`config.mk`:
```
export PLATFORM = sky130hd
export DESIGN_NAME = rx_serial_7e1
export DESIGN_NICKNAME = d
export VERILOG_FILES = /design/src/rtl/rx_serial_7e1.sv
export SDC_FILE = /design/constraint.sdc
export NUM_CORES = 1
export LEC_CHECK = 0
export ABC_AREA = 1
export CAP_MARGIN = 20
export CORE_MARGIN = 2
export CORE_UTILIZATION = 55
export DETAILED_ROUTE_END_ITERATION = 12
export PLACE_DENSITY = 0.77
export SLEW_MARGIN = 15
export SYNTH_ARGS = -nofsm -noshare
export SYNTH_HDL_FRONTEND = slang
export SYNTH_SLANG_ARGS = --single-unit
```
`constraint.sdc`:
```
create_clock -name clock -period 2.3 [get_ports clock]
set_input_delay 0.46 -clock clock [delete_from_list [all_inputs] [get_ports clock]]
set_output_delay 0.46 -clock clock [all_outputs]
set_load 0.02 [all_outputs]
```
`src/rtl/rx_serial_7e1.sv`:
```
// 7E1 asynchronous serial receiver: start, 7 data bits LSB first, even parity, stop.
// Samples at bit centres and delivers each frame with a one-cycle pronto strobe.
module rx_serial_7e1 #(
    parameter int unsigned M = 434,
    parameter int unsigned N = 9
) (
    input  logic       clock,
    input  logic       reset,
    input  logic       dados_serial,
    input  logic       recebe_dado,
    output logic [6:0] dados_ascii,
    output logic       pronto,
    output logic       tem_dado,
    output logic       erro_paridade,
    output logic       erro_parada,
    output logic       db_dados_serial,
    output logic       db_tick,
    output logic [3:0] db_estado
);

    typedef enum logic [3:0] {
        StRepouso       = 4'd0,
        StInicio        = 4'd1,
        StRecepcao      = 4'd2,
        StArmazena      = 4'd3,
        StEsperaRepouso = 4'd4
    } state_e;

    localparam logic [N-1:0] HalfLast = N'(M / 2 - 1);
    localparam logic [N-1:0] BitLast  = N'(M - 1);

    state_e       state_q, state_d;
    logic         sync1_q, sync2_q;
    logic [N-1:0] cnt_q, cnt_d;
    logic [3:0]   bit_q, bit_d;
    logic [8:0]   shift_q, shift_d;
    logic [6:0]   dados_q, dados_d;
    logic         pronto_q, pronto_d;
    logic         tem_dado_q, tem_dado_d;
    logic         erro_par_q, erro_par_d;
    logic         erro_stop_q, erro_stop_d;
    logic         s;
    logic         tick;
    logic         load;

    assign s = sync2_q;

    always_comb begin
        state_d = state_q;
        cnt_d   = cnt_q + 1'b1;
        bit_d   = bit_q;
        shift_d = shift_q;
        tick    = 1'b0;
        load    = 1'b0;
        case (state_q)
            StRepouso: begin
                cnt_d = '0;
                bit_d = '0;
                if (!s) state_d = StInicio;
            end
            StInicio: begin
                if (cnt_q == HalfLast) begin
                    tick    = 1'b1;
                    cnt_d   = '0;
                    state_d = s ? StRepouso : StRecepcao;
                end
            end
            StRecepcao: begin
                if (cnt_q == BitLast) begin
                    tick    = 1'b1;
                    cnt_d   = '0;
                    shift_d = {s, shift_q[8:1]};
                    bit_d   = bit_q + 4'd1;
                    // Ninth sample is the stop bit; results are registered on this edge
                    // so they are visible during the ARMAZENA cycle.
                    if (bit_q == 4'd8) begin
                        load    = 1'b1;
                        state_d = StArmazena;
                    end
                end
            end
            StArmazena: begin
                cnt_d   = '0;
                state_d = s ? StRepouso : StEsperaRepouso;
            end
            StEsperaRepouso: begin
                cnt_d = '0;
                if (s) state_d = StRepouso;
            end
            default: state_d = StRepouso;
        endcase
    end

    always_comb begin
        dados_d     = dados_q;
        erro_par_d  = erro_par_q;
        erro_stop_d = erro_stop_q;
        pronto_d    = load;
        tem_dado_d  = tem_dado_q;
        if (recebe_dado && state_q != StArmazena) tem_dado_d = 1'b0;
        if (load) begin
            dados_d     = shift_d[6:0];
            erro_par_d  = ^shift_d[7:0];
            erro_stop_d = ~shift_d[8];
            tem_dado_d  = 1'b1;
        end
    end

    always_ff @(posedge clock) begin
        if (reset) begin
            sync1_q     <= 1'b1;
            sync2_q     <= 1'b1;
            state_q     <= StRepouso;
            cnt_q       <= '0;
            bit_q       <= '0;
            shift_q     <= '0;
            dados_q     <= '0;
            pronto_q    <= 1'b0;
            tem_dado_q  <= 1'b0;
            erro_par_q  <= 1'b0;
            erro_stop_q <= 1'b0;
        end else begin
            sync1_q     <= dados_serial;
            sync2_q     <= sync1_q;
            state_q     <= state_d;
            cnt_q       <= cnt_d;
            bit_q       <= bit_d;
            shift_q     <= shift_d;
            dados_q     <= dados_d;
            pronto_q    <= pronto_d;
            tem_dado_q  <= tem_dado_d;
            erro_par_q  <= erro_par_d;
            erro_stop_q <= erro_stop_d;
        end
    end

    assign dados_ascii     = dados_q;
    assign pronto          = pronto_q;
    assign tem_dado        = tem_dado_q;
    assign erro_paridade   = erro_par_q;
    assign erro_parada     = erro_stop_q;
    assign db_dados_serial = s;
    assign db_tick         = tick;
    assign db_estado       = state_q;

endmodule

```
==> results of run 1 <==
[cells by family (layout without fill, tap and decap cells)]
kind of cell / Yosys count / count (layout)
XOR/XNOR: 2 / 2
flip-flops: 38 / 38
AND/OR/NAND/NOR: 144 / 144
adder cells (fa/ha/maj): 5 / 5
buffers and inverters: 49 / 71
other: 1 / 1
AO/OA/AOI/OAI: 39 / 39
[what timing repair did]
action | in CTS | in global routing
endpoints found under the setup margin | 1 | 2
gates resized for setup | 1 | 6
cloned | 0 | 0
[report_power, final]
| group | internal (mW) | total (mW) | switching [mW] | leakage [nW] |
|---|---|---|---|---|
| combinational | 0.0320 | 0.0854 | 0.0534 | 0.648 |
| clock | 0.368 | 0.595 | 0.226 | 0.0585 |
| sequential | 0.667 | 0.677 | 0.00996 | 0.307 |
| total | 1.07 | 1.36 | 0.290 | 1.01 |
[cell usage after synthesis, types with 2 or more instances]
library cell,number,area share (%)
a211oi_1,5,1.9
a21oi_1,11,2.8
buf_2,2,0.52
buf_4,2,0.78
clkbuf_1,2,0.39
dfxtp_1,38,39
ha_1,5,3.2
inv_1,34,6.6
inv_2,7,1.4
nand2_1,81,16
nand2_2,2,0.65
nand3_1,8,2.1
nand4_1,9,2.9
nor2_1,27,5.2
nor2_8,2,2.1
nor3_1,6,1.6
o21ai_0,4,1.0
o21ai_1,14,3.6
o21ai_2,2,0.91
or2_2,3,0.97
xor2_1,2,0.91
[worst max-delay path, cell delays in order, from the launching register on]
cell,delay [ns]
dfxtp_1,0.34
inv_1,0.09
ha_1,0.15
nand2_1,0.12
nor2_8,0.17
nand3_2,0.11
o21ai_1,0.10
clkbuf_2,0.19
[metrics by stage]
stage	setup slack (ns)	area [µm²]	power, mW	util [%]
after global placement	0.231	2140	0.775	63.7
after floorplan	0.477	1930	0.749	-
after CTS	0.0303	2250	1.36	67.0
after detailed placement	0.138	2140	0.777	63.7
after global routing	0.0214	2260	1.41	67.1
final	0.238	2260	1.36	67.1
[metal layers]
metal  up-vias  GRT usage [%]
met5         -              0
met4         0           6.52
met3         6           5.54
met2        26           33.0
met1       738           27.1
li1        919              -
[flip-flops by register name (all words and copies together), names as in the netlist, 3 cells and up]
signal and flops:
cnt_q 9, shift_q 9, dados_ascii 7, bit_q 4, db_estado 3
[worst paths after layout]
kind / startpoint / cells after the start / endpoint / slack (ns)
hold reg to reg: sync1_q$_SDFF_PP1_ / 1 / db_dados_serial$_SDFF_PP1_ / 0.43
setup reg to reg: cnt_q[1]$_SDFF_PP0_ / 15 / erro_paridade$_SDFFE_PP0P_ / 0.25
setup / recovery: cnt_q[1]$_SDFF_PP0_ / 7 / db_tick / 0.24
hold / removal: sync1_q$_SDFF_PP1_ / 1 / db_dados_serial$_SDFF_PP1_ / 0.43
[final cells by class]
| cell class | instances | area [µm²] |
|---|---|---|
| sequential | 38 | 761 |
| fill | 309 | 1110 |
| tap | 46 | 57.6 |
| inverter | 41 | 154 |
| clock inverter | 2 | 60.1 |
| timing repair buffer | 22 | 211 |
| multi-input combinational | 191 | 962 |
| clock buffer | 6 | 51.3 |
==> impl_metrics.ini, run 1 <==
[status]
status = complete, no violations

[timing]
fmax_ghz = 0.485
timing.final.crit_period_ns = 2.06
setup_viol = 0
rsz0062_at_grt = false
setup_tns_ns = 0
holdWs_ns = 0.425
period_share_pct = 89.6
slew_violations = 0
finClkSkew_ns = 0.00295
finalHoldViolCount = 0

[final_layout]
nets = 308
finalNonFillerCells = 346
area_growth_pct = 16.8
layout_common_cells = nand2_1 (81), dfxtp_1 (38), inv_1 (34)
mostFrequentLayoutCell = nand2_1
diodes = 0
drive_above_1_share_pct = 10.7

[logic_synthesis]
synth_cell_type_count = 33
synthCells = 278
synth-simple-area-share_pct = 33.7
synth_edf_count = 0
syn_nets = 287
yosysWarnings = 0
synth-seq-cells = 38
synth-compound-area-share_pct = 11.5
synth_area_per_cell_um2 = 6.95
synth_xor_area_share_pct = 0.907
synth_fa_ha_area_share_pct = 3.24
synth_mux_area_share_pct = 0
syn-cell-area_um2 = 1930
synth_flop_cell = dfxtp_1
async_flop_share_pct = 0
synth_top_family_by_area = simple AND/OR/NAND/NOR gates
synth_seq_area_share_pct = 39.4

[detailed_routing]
avgViaCountPerCell = 4.88
met1_length_um = 1840
vias = 1689
top_layer = met4
drt.antenna.violating_nets = 0
drt_first_pass_iters = 4
met3_length_um = 163
drc_errors = 0
met2_length_um = 1680
wirelength_um = 3740
first_iter_violations = 60
wl_per_cell_um = 10.8

[grt]
grt_pass1_wl_um = 6600
track_usage_pct = 20.6
overflow = 0
antenna_found_initial = 0
grt_pass1_vias = 1525
grt_max_degree = 29

[floorplan]
die_w_um = 63.3
row_count = 21
start_util_pct = 57.4
dieArea_um2 = 4000
die_h_um = 63.3
coreArea_um2 = 3360
ioPinCount = 21

[power_and_ir_drop]
p_per_area_nw_per_um2 = 601
peakVddDrop_mv = 0.497
leakage_nw = 1.01

[setup_path]
path_max_fanout = 10
critPathLaunchType = flip-flop
crit_required_ns = 1.84
critPathKind = flip-flop to output pin
arrival_ns = 1.60
cp-end-kind = output pin

[clock_tree]
root_buffer = clkbuf_4
cts-htree-levels = 2
cts_made_buffers = 5
cts_tree = built
ctsHoldBuffers = 0
clock-sinks = 38
cts_setup_buffers = 0
clkLatencyLatePin_ns = 0.34
clkTransAtPathRegs_ns = 0.11
cts_buffer_depth = 2

[placed_design]
hpwl_um = 2740
dp_cells = 338
port_buffers = 19
place_congestion = 0.905

[run]
drv_cap = 0

[hold_path]
hp-class = flip-flop to flip-flop
No activity file was read; power rests on OpenSTA's default activity.
==> run 2, diff against run 1 <==
--- a/config.mk
+++ b/config.mk
@@ -10,7 +10,7 @@
 export CORE_MARGIN = 2
 export CORE_UTILIZATION = 55
 export DETAILED_ROUTE_END_ITERATION = 12
-export PLACE_DENSITY = 0.77
+export PLACE_DENSITY = 0.78
 export SLEW_MARGIN = 15
 export SYNTH_ARGS = -nofsm -noshare
 export SYNTH_HDL_FRONTEND = slang
==> constraint.sdc (replaced) <==
create_clock -name clock -period 2.3 [get_ports clock]
set_input_delay 0.46 -clock clock [delete_from_list [all_inputs] [get_ports clock]]
set_output_delay 0.46 -clock clock [all_outputs]
set_load 0.05 [all_outputs]
==> run 2 against run 1 <==
Compared with the run above: count of clock-buffer cells in the layout did not move; total power rose by 1.3%; cell area rose by 1.4%; clock power rose by 0.7%; critical endpoint unchanged; largest cell class unchanged; highest routed layer unchanged.
==> impl_metrics.ini, run 2 (synthesis gave the netlist of run 1 again) <==
[status]
status = complete, no violations

[setup_path]
critPathKind = flip-flop to output pin
crit_required_ns = 1.84
arrival_ns = 1.74
slowest_delay_ns = 0.33
worstPathCellList = inv_1 > ha_1 > nand2_1 > nor2_8 > nand3_2 > buf_12 > o21ai_2 > buf_12
r2r_setup_slack_ns = 0.34
cpMostUsedCell = buf_12
critPathLaunchType = flip-flop
path_max_fanout = 29
cp-end-kind = output pin
slowest_stage = dfxtp_1

[timing]
slew_headroom_pct = 66.0
rsz0062_at_grt = false
period_share_pct = 95.7
tightest_slew_ns = 0.508
setup_viol = 0
fmax_ghz = 0.454
fin_ws_ns = 0.0995
finalHoldViolCount = 0
slew_violations = 0
setup_tns_ns = 0
finClkSkew_ns = 0.00501
timing.final.crit_period_ns = 2.20

[grt]
overflow = 0
grt_pass1_vias = 1534
grt_max_degree = 30
grtUsageMet2_pct = 33.4
top_usage_layer = met2
antenna_found_initial = 0
met1_usage_pct = 28.6
grt_pass1_wl_um = 6800
track_usage_pct = 21.5
use_met3_pct = 4.82

[final_layout]
fin_area_um2 = 2290
drive_above_1_share_pct = 11.0
diodes = 0
finalNonFillerCells = 347
area_growth_pct = 18.5
multiInputGateArea_um2 = 962
n_fill_cell = 315
layout_common_cells = nand2_1 (81), dfxtp_1 (38), inv_1 (34)
register_area_um2 = 761
nets = 309
finalCoreUtilization_pct = 68.0
mostFrequentLayoutCell = nand2_1

[floorplan]
row_count = 21
die_h_um = 63.3
coreArea_um2 = 3360
start_util_pct = 57.4
ioPinCount = 21
dieArea_um2 = 4000
die_w_um = 63.3

[detailed_routing]
avgViaCountPerCell = 4.95
drc_errors = 0
drt_first_pass_iters = 6
vias = 1719
first_iter_violations = 86
drt.antenna.violating_nets = 0
wirelength_um = 3920
wl_per_cell_um = 11.3

[clock_tree]
clkTransAtPathRegs_ns = 0.11
cts_buffer_depth = 2
clock-sinks = 38
ctsHoldBuffers = 0
cts_tree = built
root_buffer = clkbuf_4
clkLatencyLatePin_ns = 0.35
cts_made_buffers = 5
cts-htree-levels = 2

[placed_design]
dp_slack_ns = 0.353
place_congestion = 0.801
dp_cells = 338
port_buffers = 19
hpwl_um = 2840
postPlaceCellArea_um2 = 2170

[power_and_ir_drop]
p_per_area_nw_per_um2 = 600
leakage_nw = 1.03
peakVddDrop_mv = 0.403

[hold_path]
hp-class = flip-flop to flip-flop

[run]
drv_cap = 0
run 2: cell types whose count changed in the layout (fill, tap and decap cells not counted), sizes merged:
| cell | previous run | this run |
|---|---|---|
| buf | 3 | 5 |
| clkbuf | 7 | 6 |
run 2: stage by stage:
stage | power (mW) | hold WS [ns]
6_report | 1.37 | 0.426
5_1_grt | 1.42 | 0.438
4_1_cts | 1.39 | 0.430
3_5_place_dp | 0.789 | 0.399
3_3_place_gp | 0.788 | 0.392
2_1_floorplan | 0.761 | 0.389
run 2: final timing paths:
kind | start | to | cells after the start
worst min-delay path | sync1_q$_SDFF_PP1_ | db_dados_serial$_SDFF_PP1_ | 1
worst min register to register | sync1_q$_SDFF_PP1_ | db_dados_serial$_SDFF_PP1_ | 1
worst max-delay path | cnt_q[1]$_SDFF_PP0_ | db_tick | 8
worst max register to register | cnt_q[1]$_SDFF_PP0_ | erro_paridade$_SDFFE_PP0P_ | 15
run 2: critical path, delay by kind of cell, from the launching register on:
family,cells,cell delay [ns]
flops,1,0.33
simple gates,3,0.40
fa+ha+maj,1,0.15
compound gates,1,0.09
buf+inv,3,0.43
run 2: report_power, final:
part / switching (mW) / internal [mW]
combinational: 0.0642 / 0.0320
clock: 0.230 / 0.368
sequential: 0.0121 / 0.667
run 2: area by class of cell:
class | count | area share [%]
tap | 46 | 2.52
inverter | 41 | 6.73
clock buffer | 6 | 2.24
multi-input combinational | 191 | 42.0
timing repair buffer | 23 | 10.6
clock inverter | 2 | 2.62
sequential | 38 | 33.2
run 2: timing repair:
action                     4_1_cts  5_1_grt
setup endpoints to repair        1        1
gates resized for setup          1        0
setup buffers                    0        1
pin swaps                        0        1
run 2: per-layer routing:
metal  wire length (µm)  share of wire (%)
met2               1730                 44
met5                  0                  0
met3                226                5.8
met1               1910                 49
met4                 61                1.6
==> run 3, diff against run 2 <==
--- a/config.mk
+++ b/config.mk
@@ -7,10 +7,12 @@
 export LEC_CHECK = 0
 export ABC_AREA = 1
 export CAP_MARGIN = 20
+export CELL_PAD_IN_SITES_DETAIL_PLACEMENT = 1
+export CELL_PAD_IN_SITES_GLOBAL_PLACEMENT = 2
 export CORE_MARGIN = 2
-export CORE_UTILIZATION = 55
+export CORE_UTILIZATION = 31
 export DETAILED_ROUTE_END_ITERATION = 12
-export PLACE_DENSITY = 0.78
+export PLACE_DENSITY_LB_ADDON = 0.1
 export SLEW_MARGIN = 15
 export SYNTH_ARGS = -nofsm -noshare
 export SYNTH_HDL_FRONTEND = slang
==> run 3 against run 2 <==
Compared with the run above: clock skew up 0.0022 ns; sequential cell count unchanged; die area up 72%; core utilization decreased by 29 points; cell area is 1.0% higher; critical path type unchanged; largest power group unchanged; highest routed layer unchanged.
==> impl_metrics.ini, run 3 (synthesis gave the netlist of run 1 again) <==
[final_layout]
nets = 310
finalNonFillerCells = 376
register_area_um2 = 761
multiInputGateArea_um2 = 977
drive_above_1_share_pct = 11.6
fin_area_um2 = 2310
mostFrequentLayoutCell = nand2_1
area_growth_pct = 19.7
layout_common_cells = nand2_1 (81), dfxtp_1 (38), inv_1 (34)
n_fill_cell = 787
diodes = 0

[grt]
grt_max_degree = 25
track_usage_pct = 14.4
antenna_found_initial = 0
grt_pass1_wl_um = 8140
grt_pass1_vias = 1707
overflow = 0

[timing]
slew_headroom_pct = 66.0
setup_viol = 0
slew_violations = 0
holdWs_ns = 0.417
finalHoldViolCount = 0
rsz0062_at_grt = false
fmax_ghz = 0.471
finClkSkew_ns = 0.00723
tightest_slew_ns = 0.508
setup_tns_ns = 0
period_share_pct = 92.3
timing.final.crit_period_ns = 2.12

[detailed_routing]
vias = 1723
wl_per_cell_um = 12.5
first_iter_violations = 58
drt.antenna.violating_nets = 0
drt_first_pass_iters = 4
drc_errors = 0
wirelength_um = 4710
avgViaCountPerCell = 4.58

[floorplan]
die_w_um = 82.9
dieArea_um2 = 6880
start_util_pct = 32.4
die_h_um = 82.9
coreArea_um2 = 5960
ioPinCount = 21
row_count = 28

[status]
status = complete, no violations

[placed_design]
port_buffers = 19
dp_cells = 369
hpwl_um = 3550
place_congestion = 0.720
postPlaceCellArea_um2 = 2220

[setup_path]
crit_required_ns = 1.84
arrival_ns = 1.66
cp-end-kind = output pin
critPathKind = flip-flop to output pin
path_max_fanout = 10
critPathLaunchType = flip-flop

[run]
drv_cap = 0

[power_and_ir_drop]
peakVddDrop_mv = 0.239
leakage_nw = 1.01
p_per_area_nw_per_um2 = 525

[hold_path]
hp-class = flip-flop to flip-flop

[clock_tree]
clkTransAtPathRegs_ns = 0.07
cts_buffer_depth = 2
cts_made_buffers = 5
cts_setup_buffers = 0
cts_resized = 0
ctsHoldBuffers = 0
cts-htree-levels = 2
clock-sinks = 38
clkLatencyLatePin_ns = 0.29
cts_tree = built
root_buffer = clkbuf_8
## run 3: changes by cell type in the layout (fill, tap and decap cells not counted)
cell / previous run / this run
o21ai_2: 3 / 7
clkbuf_8: 1 / 5
clkbuf_4: 5 / 0
buf_4: 3 / 4
bufinv_16: 2 / 0
clkbuf_1: 0 / 2
o21ai_1: 14 / 10
## run 3: area by class of cell
cell class | count | area share, %
clock buffers | 7 | 3.30
inverters | 41 | 6.66
multi-input cells | 191 | 42.3
flip-flops and latches | 38 | 32.9
well taps | 75 | 4.06
repair buffers | 24 | 10.8
## run 3: per-layer routing
| metal | global-route usage (%) | up-vias | share of wire (%) | routed length, µm |
|---|---|---|---|---|
| li1 | - | 923 | - | - |
| met1 | 20.2 | 787 | 54 | 2560 |
| met2 | 21.8 | 11 | 43 | 2010 |
| met3 | 4.47 | 2 | 2.2 | 103 |
| met4 | 3.13 | 0 | 0.57 | 27 |
| met5 | 0 | - | 0 | 0 |
## run 3: power breakdown
group / total [mW] / switching (mW) / leakage (nW) / internal, mW
logic: 0.103 / 0.0689 / 0.669 / 0.0343
registers: 0.678 / 0.0113 / 0.307 / 0.667
clock network: 0.432 / 0.224 / 0.0383 / 0.209
## run 3: path summary, 6_finish.rpt
path,startpoint,end,slack (ns),depth (start not counted)
max,cnt_q[1]$_SDFF_PP0_,db_tick,0.18,7
min,sync1_q$_SDFF_PP1_,db_dados_serial$_SDFF_PP1_,0.42,1
max reg2reg,cnt_q[1]$_SDFF_PP0_,erro_paridade$_SDFFE_PP0P_,0.21,16
min reg2reg,sync1_q$_SDFF_PP1_,db_dados_serial$_SDFF_PP1_,0.42,1
## run 3: stage by stage
step | setup slack, ns | util (%) | total power, mW
2_1_floorplan | 0.0661 | - | 0.761
3_3_place_gp | 0.201 | 37.2 | 0.797
3_5_place_dp | 0.171 | 37.2 | 0.797
4_1_cts | 0.0702 | 38.5 | 1.24
5_1_grt | 0.00799 | 38.8 | 1.29
6_report | 0.176 | 38.8 | 1.21
## run 3: critical path: stages (launching register included)
cell and delay (ns):
dfxtp_1 0.32, inv_1 0.09, ha_1 0.15, nand2_1 0.12
nor2_8 0.17, nand3_2 0.21, o21ai_2 0.15, buf_12 0.16
